File: config.mk
export PLATFORM = sky130hd
export DESIGN_NAME = sum_datapath
export DESIGN_NICKNAME = d
export VERILOG_FILES = /design/src/rtl/sum_datapath.sv
export SDC_FILE = /design/constraint.sdc
export NUM_CORES = 1
export LEC_CHECK = 0
export BUFFER_PORTS_ARGS = -buffer_cell sky130_fd_sc_hd__buf_2
export CAP_MARGIN = 10
export CELL_PAD_IN_SITES_DETAIL_PLACEMENT = 0
export CELL_PAD_IN_SITES_GLOBAL_PLACEMENT = 1
export CORE_MARGIN = 2
export CORE_UTILIZATION = 38
export CTS_CLUSTER_SIZE = 12
export DETAILED_ROUTE_END_ITERATION = 6
export HOLD_SLACK_MARGIN = 0.08
export PLACE_DENSITY = 0.79
export SYNTH_ARGS = -nofsm -noshare
export SYNTH_HDL_FRONTEND = slang
export SYNTH_SLANG_ARGS = --single-unit
File: constraint.sdc
create_clock -name clk -period 2.6 [get_ports clk]
set_input_delay 0.26 -clock clk [delete_from_list [all_inputs] [get_ports clk]]
set_output_delay 0.26 -clock clk [all_outputs]
set_load 0.05 [all_outputs]
File: src/rtl/sum_datapath.sv
`default_nettype none
// ============================================================================
//  Module      : sum_datapath
//  Description : Register-file datapath for the sum-loop controller. Decodes
//                mux-select, write-enable, address and output-load strobes,
//                performs register moves/adds, reports R1 <= LIMIT back to the
//                controller, and holds a registered result with a valid
//                strobe, a sticky overflow flag and a load counter.
//  Revision    : 1.0 - initial release
// ============================================================================
module sum_datapath #(
  parameter int DATA_W = 8,
  parameter int LIMIT  = 10
) (
  input  logic              clk,
  input  logic              reset,
  input  logic              rfsrcmuxsel,
  input  logic              rfwe,
  input  logic [1:0]        waddr,
  input  logic [1:0]        raddr1,
  input  logic [1:0]        raddr2,
  input  logic              outLoad,
  output logic              iLe10,
  output logic [DATA_W-1:0] outData,
  output logic              outValid,
  output logic              overflow,
  output logic [7:0]        loadCount
);

  localparam logic [DATA_W-1:0] C_LIMIT = DATA_W'(LIMIT);
  localparam logic [DATA_W-1:0] C_ONE   = DATA_W'(1);

  // R0 is hard-wired to zero, so only R1..R3 have storage
  logic [DATA_W-1:0] rf_q [1:3];
  logic [DATA_W-1:0] rf_d [1:3];

  logic [DATA_W-1:0] outdata_q,   outdata_d;
  logic              outvalid_q,  outvalid_d;
  logic              overflow_q,  overflow_d;
  logic [7:0]        loadcount_q, loadcount_d;

  logic [DATA_W-1:0] w_rdata1;
  logic [DATA_W-1:0] w_rdata2;
  logic [DATA_W:0]   w_alu_full;
  logic [DATA_W-1:0] w_sum;
  logic              w_carry;
  logic [DATA_W-1:0] w_wdata;
  logic              w_wr_en;

  // Combinational read ports straight from stored contents (no write bypass)
  always_comb begin
    w_rdata1 = '0;
    w_rdata2 = '0;
    case (raddr1)
      2'd1:    w_rdata1 = rf_q[1];
      2'd2:    w_rdata1 = rf_q[2];
      2'd3:    w_rdata1 = rf_q[3];
      default: w_rdata1 = '0;
    endcase
    case (raddr2)
      2'd1:    w_rdata2 = rf_q[1];
      2'd2:    w_rdata2 = rf_q[2];
      2'd3:    w_rdata2 = rf_q[3];
      default: w_rdata2 = '0;
    endcase
  end

  // ALU add with carry out, plus write-data select
  assign w_alu_full = {1'b0, w_rdata1} + {1'b0, w_rdata2};
  assign w_sum      = w_alu_full[DATA_W-1:0];
  assign w_carry    = w_alu_full[DATA_W];
  assign w_wdata    = rfsrcmuxsel ? C_ONE : w_sum;
  // Writes aimed at R0 are dropped entirely, including their flag effects
  assign w_wr_en    = rfwe && (waddr != 2'd0);

  // Loop-condition status uses the value stored before any same-cycle write
  assign iLe10 = (rf_q[1] <= C_LIMIT);

  // Next-state computation for register file and output registers
  always_comb begin
    for (int i = 1; i <= 3; i++) begin
      rf_d[i] = (w_wr_en && (waddr == 2'(i))) ? w_wdata : rf_q[i];
    end
    overflow_d  = overflow_q | (w_wr_en && !rfsrcmuxsel && w_carry);
    outdata_d   = outLoad ? w_rdata1 : outdata_q;
    outvalid_d  = outLoad;
    loadcount_d = outLoad ? (loadcount_q + 8'd1) : loadcount_q;
  end

  // State registers with asynchronous active-low clear
  always_ff @(posedge clk or negedge reset) begin
    if (!reset) begin
      for (int i = 1; i <= 3; i++) begin
        rf_q[i] <= '0;
      end
      outdata_q   <= '0;
      outvalid_q  <= 1'b0;
      overflow_q  <= 1'b0;
      loadcount_q <= 8'd0;
    end else begin
      for (int i = 1; i <= 3; i++) begin
        rf_q[i] <= rf_d[i];
      end
      outdata_q   <= outdata_d;
      outvalid_q  <= outvalid_d;
      overflow_q  <= overflow_d;
      loadcount_q <= loadcount_d;
    end
  end

  assign outData   = outdata_q;
  assign outValid  = outvalid_q;
  assign overflow  = overflow_q;
  assign loadCount = loadcount_q;

endmodule
`default_nettype wire

After elaboration in Yosys (flattened, before gate mapping)
Cells that the tools add are included.
Word-level totals
  flip-flop bits (word level): 42
  latch bits: 0
  RAM bits: 0
  bits in read-only memories: 0
  input port bits: 11
  logic and storage cells: 31
  memories kept: 0
Cells by class
  add/subtract/negate cells: 2
  $mul: 0
  div/mod/pow operators: 0
  order comparisons: 1
  equality and inequality tests: 9
  shift operators: 0
  multiplexer cells: 3
  bitwise logic cells: 1
  reduce and logical (&&, ||, !) cells: 8
Operators by type and width (number)
  8-bit one-hot mux with 3 select lines: 2
  2-bit equality test, second input constant: 6
  8-bit by 8-bit adder with 9-bit output: 1
  8-bit by 1-bit adder with 8-bit output, second input constant: 1
  8-bit by 4-bit less-or-equal comparator with 1-bit output, second input constant: 1
  8-bit two-way mux: 1
  2-bit by 1-bit equality test with 1-bit output, second input constant: 3
  1-bit logical AND: 6
  2-bit nonzero test: 1
  1-bit zero test: 1
  1-bit bitwise OR: 1

Logic depth before layout (Yosys ltp)
  depth after elaboration: 5
  gate-level depth with buffers: 10

Worst setup path before layout
Ideal clock, no wire load.
  path kind: input -> register
  start point: in raddr2[1]
  end point: reg rf_q[14] (netlist name)
  data arrival time: 2.566 ns
  required time: 2.490 ns
  setup slack: -0.076 ns
  stages on the path: 9
  buffers on the path: 1
  cell sequence: clkbuf_1 mux2_2 a22o_1 ha_1 fa_1 a21o_1 and4_1 o21a_1 o41ai_1
On the way
  word-level cells in the longest chain between the ends: 4
Ends and longest elaborated chain
  from (decl): RTL line 21  | input logic [1:0] raddr2,
  2-bit equality test / 2-bit by 1-bit equality test with 1-bit output (equally long branches): RTL line 60  | case (raddr2)
  8-bit one-hot mux with 3 select lines *: RTL line 60
  8-bit by 8-bit adder with 9-bit output *: RTL line 69  | assign w_alu_full = {1'b0, w_rdata1} + {1'b0, w_rdata2};
  8-bit two-way mux *: RTL line 72  | assign w_wdata = rfsrcmuxsel ? C_ONE : w_sum;
  to (signal, indexed assignment): RTL line 102  | rf_q[i] <= rf_d[i];
  to (decl): RTL line 34  | logic [DATA_W-1:0] rf_q [1:3];
Every way passes the cells marked *; elsewhere a longest branch is shown, timed or not.
A chain may end at the register's enable or synchronous reset.

Worst setup path after layout
  start point: reg rf_q[16] (netlist name)
  end point: reg rf_q[22] (netlist name)
On the way
  word-level cells in the longest chain between the ends: 3
Ends and longest elaborated chain
  8-bit one-hot mux with 3 select lines: RTL line 54  | case (raddr1)
  net w_rdata1[0]: RTL line 42  | logic [DATA_W-1:0] w_rdata1;
  8-bit by 8-bit adder with 9-bit output: RTL line 69
  8-bit two-way mux: RTL line 72
The timed path passes the listed nets, and every way through them passes these cells.

==> impl_summary.log <==
[metrics] status: finished clean
[metrics] count of vias placed by the detailed router: between 1500 and 2000
[metrics] post-route clock period utilization: 0.961
[metrics] leakage power: roughly 1.5 nW
[metrics] cts bufs inserted: 5
[metrics] CTS tree: yes
[metrics] Rows: 28
[metrics] instance count of the mapped netlist: approximately 220
[metrics] final-report max-slew violation count: 0
[metrics] type of the tightest min-delay check: primary input to async pin
[metrics] number of flops mapped to enable cells by yosys: 0
[metrics] vias in the first global route: 1898
[metrics] number of antenna diodes: 0
[metrics] y dimension of the die: 82.8 microns
[metrics] measured slew at the worst slew-check pin: 0.944 ns
[metrics] pre-CTS setup slack: -0.0695 ns
[metrics] Avg Cell Area, Syn: roughly 11 sq um
[metrics] detailed router's first-iteration violation count: between 50 and 60
[metrics] first-pass GRT wire length: 9.53 mm
[metrics] via density per instance: around 5.5
[metrics] synthesized netlist net count: between 200 and 250
[metrics] count of warnings emitted by yosys: 0
[metrics] Layout Utilization: 0.486
[metrics] endpoint type of the worst setup path: flop
[metrics] sequential area share after synthesis: 0.445
[metrics] cell area power density: 669 mW/mm^2
[metrics] die footprint: 0.00686 sq mm
[metrics] area of the placeable core: 0.00596 sq mm
[metrics] HPWL after detailed placement: between 4 and 5 mm
[metrics] flops & latches, synth: 42
[metrics] Worst EP required: 2.78 ns
[metrics] max frequency: about 400 MHz
[metrics] count of boundary I/O pins: 30
[metrics] PortBufs: 29
[metrics] share of layout cells above drive strength 1: 0.344
[metrics] VDD IR-drop max: 0.687 mV
[metrics] initial standard-cell utilization of the core: 0.396
[metrics] Max-cap violations: 0
[metrics] total wire length: 5.71 mm
[metrics] hold_buf cts: 0
[metrics] worst setup path class: flop to flop
[metrics] Clock Skews: 0.0133 ns
[metrics] relative slew slack: 0.370
[metrics] Final TNS setup: 0 ns
[metrics] Unique masters post-synth: 43
[metrics] worst path setup slack after routing: 0.102 ns
[metrics] final global-route overflow total: 0
[metrics] startpoint type of the worst setup path: flop
[metrics] source-to-sink clock delay at the later pin of the worst-skew pair: roughly 0.3 ns
[metrics] number of nets in the layout: 293
[metrics] post-route DRC violation count: 0
[metrics] Pre-antenna DRT Iters: 4
[metrics] Bufs on Longest Clock Path: 2
[metrics] initial antenna violation count: 0
[metrics] floorplan die width: 82.8 microns
[metrics] Area Growth Syn to Fin: 22.7%
[metrics] sinks on the clock net: 42
[metrics] global routing usage summed across all routing layers: 0.172
[metrics] wire length per cell: 16.4 microns
[metrics] Setup violations, final: 0
[metrics] Clk Tree Root Cell: clkbuf_8
[metrics] share of synthesized registers carrying an async set or reset: 1.00
[metrics] H-tree lvl count: 2
[metrics] crit path time final: around 2.5 ns
[metrics] dominant register cell in the synthesized netlist: dfrtp_1
[metrics] crit path max fanout: 4
[metrics] antenna viol nets, final: 0
[metrics] RSZ-0062 raised after global routing: false
[metrics] Final Total Pwr: approximately 1.9 mW
[metrics] synthesized area: about 0.0024 sq mm
[metrics] hold violation total from the final report: 0
[metrics] CTS clock-pin slew for the worst setup and hold paths: about 0.080 ns
[metrics] largest net degree at the start of global routing: 43
[metrics] RD Place Congestion: between 0.8 and 0.9
[metrics] arrival time worst endpoint: 2.68 ns
==> stage by stage <==
step	area, sq um	cells	hold WS, ns
after global routing	2900	348	0.184
final	2900	348	0.107
after CTS	2870	346	0.139
after floorplan	2360	221	-0.0356
after detailed placement	2750	338	0.462
after global placement	2750	338	0.452
==> sequential cells by signal, indices dropped and copies added (netlist names) <==
name and count:
outData 8, outValid 1, rf_q 24, overflow 1, loadCount 8
==> what timing repair did <==
item / in CTS / in global routing
setup buffers: 0 / 2
gates resized for setup: 1 / 3
setup endpoints to repair: 1 / 3
==> layout make-up <==
class                      instances  area [sq um]
timing repair buffer              56           360
multi-input combinational        167          1280
tap                               75          93.8
sequential                        42          1050
fill                             559          3060
clock inverter                     3          45.0
clock buffer                       5          68.8
==> worst max-delay path, stage by stage (launching register included) <==
cell and delay (ns):
dfrtp_1 0.41, mux2_2 0.27, a22o_1 0.20, ha_2 0.21, fa_2 0.34, a21o_1 0.20, and4_1 0.22, o21a_1 0.21
o41ai_1 0.33
==> placed cells by master, fill, tap and decap left out, types with 3 or more instances in the layout <==
| cell type | count |
|---|---|
| a21o_1 | 5 |
| a21oi_1 | 4 |
| a22o_1 | 16 |
| buf_2 | 29 |
| buf_4 | 26 |
| clkbuf_8 | 5 |
| dfrtp_1 | 42 |
| ha_1 | 8 |
| mux2_2 | 25 |
| nand2_1 | 28 |
| nand2b_1 | 3 |
| nand4_1 | 3 |
| nor2_1 | 7 |
| nor3_1 | 4 |
| o211ai_1 | 4 |
| o21a_1 | 3 |
| o21ai_0 | 12 |
| o21ai_1 | 4 |
| o311ai_1 | 3 |
| o31ai_1 | 3 |
| xnor2_1 | 4 |
| xor2_1 | 5 |
==> per-layer routing <==
metal  wire [microns]  global-route usage  vias up
li1                 -                   -      931
met1             2690               0.237      933
met2             2680               0.268       41
met3              242              0.0358        8
met4              110              0.0596        0
met5                0                   0        -
==> synth_stat cells (2+ instances only) <==
library cell / number / share of area
a21o_1: 5 / 0.016
a21oi_1: 4 / 0.0085
a22o_1: 16 / 0.059
buf_2: 3 / 0.0064
clkbuf_1: 7 / 0.011
dfrtp_1: 42 / 0.45
ha_1: 9 / 0.048
mux2_2: 25 / 0.12
nand2_1: 28 / 0.045
nand2b_1: 3 / 0.0080
nand3b_1: 2 / 0.0064
nand4_1: 3 / 0.0080
nor2_1: 7 / 0.011
nor2b_1: 2 / 0.0053
nor3_1: 4 / 0.0085
nor3b_1: 2 / 0.0064
o211ai_1: 4 / 0.013
o21a_1: 3 / 0.0095
o21ai_0: 12 / 0.025
o21ai_1: 4 / 0.0085
o311ai_1: 3 / 0.011
o31ai_1: 3 / 0.0095
o41ai_1: 3 / 0.011
xnor2_1: 4 / 0.015
xor2_1: 5 / 0.019
==> power breakdown <==
group / total, mW / switching (mW) / internal [mW]
combinational: 0.581 / 0.384 / 0.197
sequential: 0.831 / 0.0892 / 0.742
clock: 0.524 / 0.238 / 0.286
==> kinds of logic (layout without fill, tap and decap cells) <==
logic type               after synthesis  after routing  synth area share
flip-flops                            42             42             0.445
XOR/XNOR                               9              9            0.0334
multiplexers                          25             25             0.119
AO/OA/AOI/OAI                         63             63             0.195
buffers and inverters                 12             64            0.0223
adder cells (fa/ha/maj)               10             10            0.0562
AND/OR/NAND/NOR                       60             60             0.128
==> worst paths after layout <==
| check | start | endpoint | slack [ns] | depth (start not counted) |
|---|---|---|---|---|
| min in group clk | outLoad | outValid$_DFF_PN0_ | 0.26 | 1 |
| max in group asynchronous | reset | loadCount[1]$_DFFE_PN0P_ | 1.90 | 1 |
| worst max-delay path | rf_q[16]$_DFFE_PN0P_ | rf_q[22]$_DFFE_PN0P_ | 0.10 | 8 |
| worst min-delay path | reset | rf_q[19]$_DFFE_PN0P_ | 0.11 | 1 |
| worst max register to register | rf_q[16]$_DFFE_PN0P_ | rf_q[22]$_DFFE_PN0P_ | 0.10 | 8 |
| worst min register to register | loadCount[7]$_DFFE_PN0P_ | loadCount[7]$_DFFE_PN0P_ | 0.48 | 1 |
(Power assumes the default switching activity.)
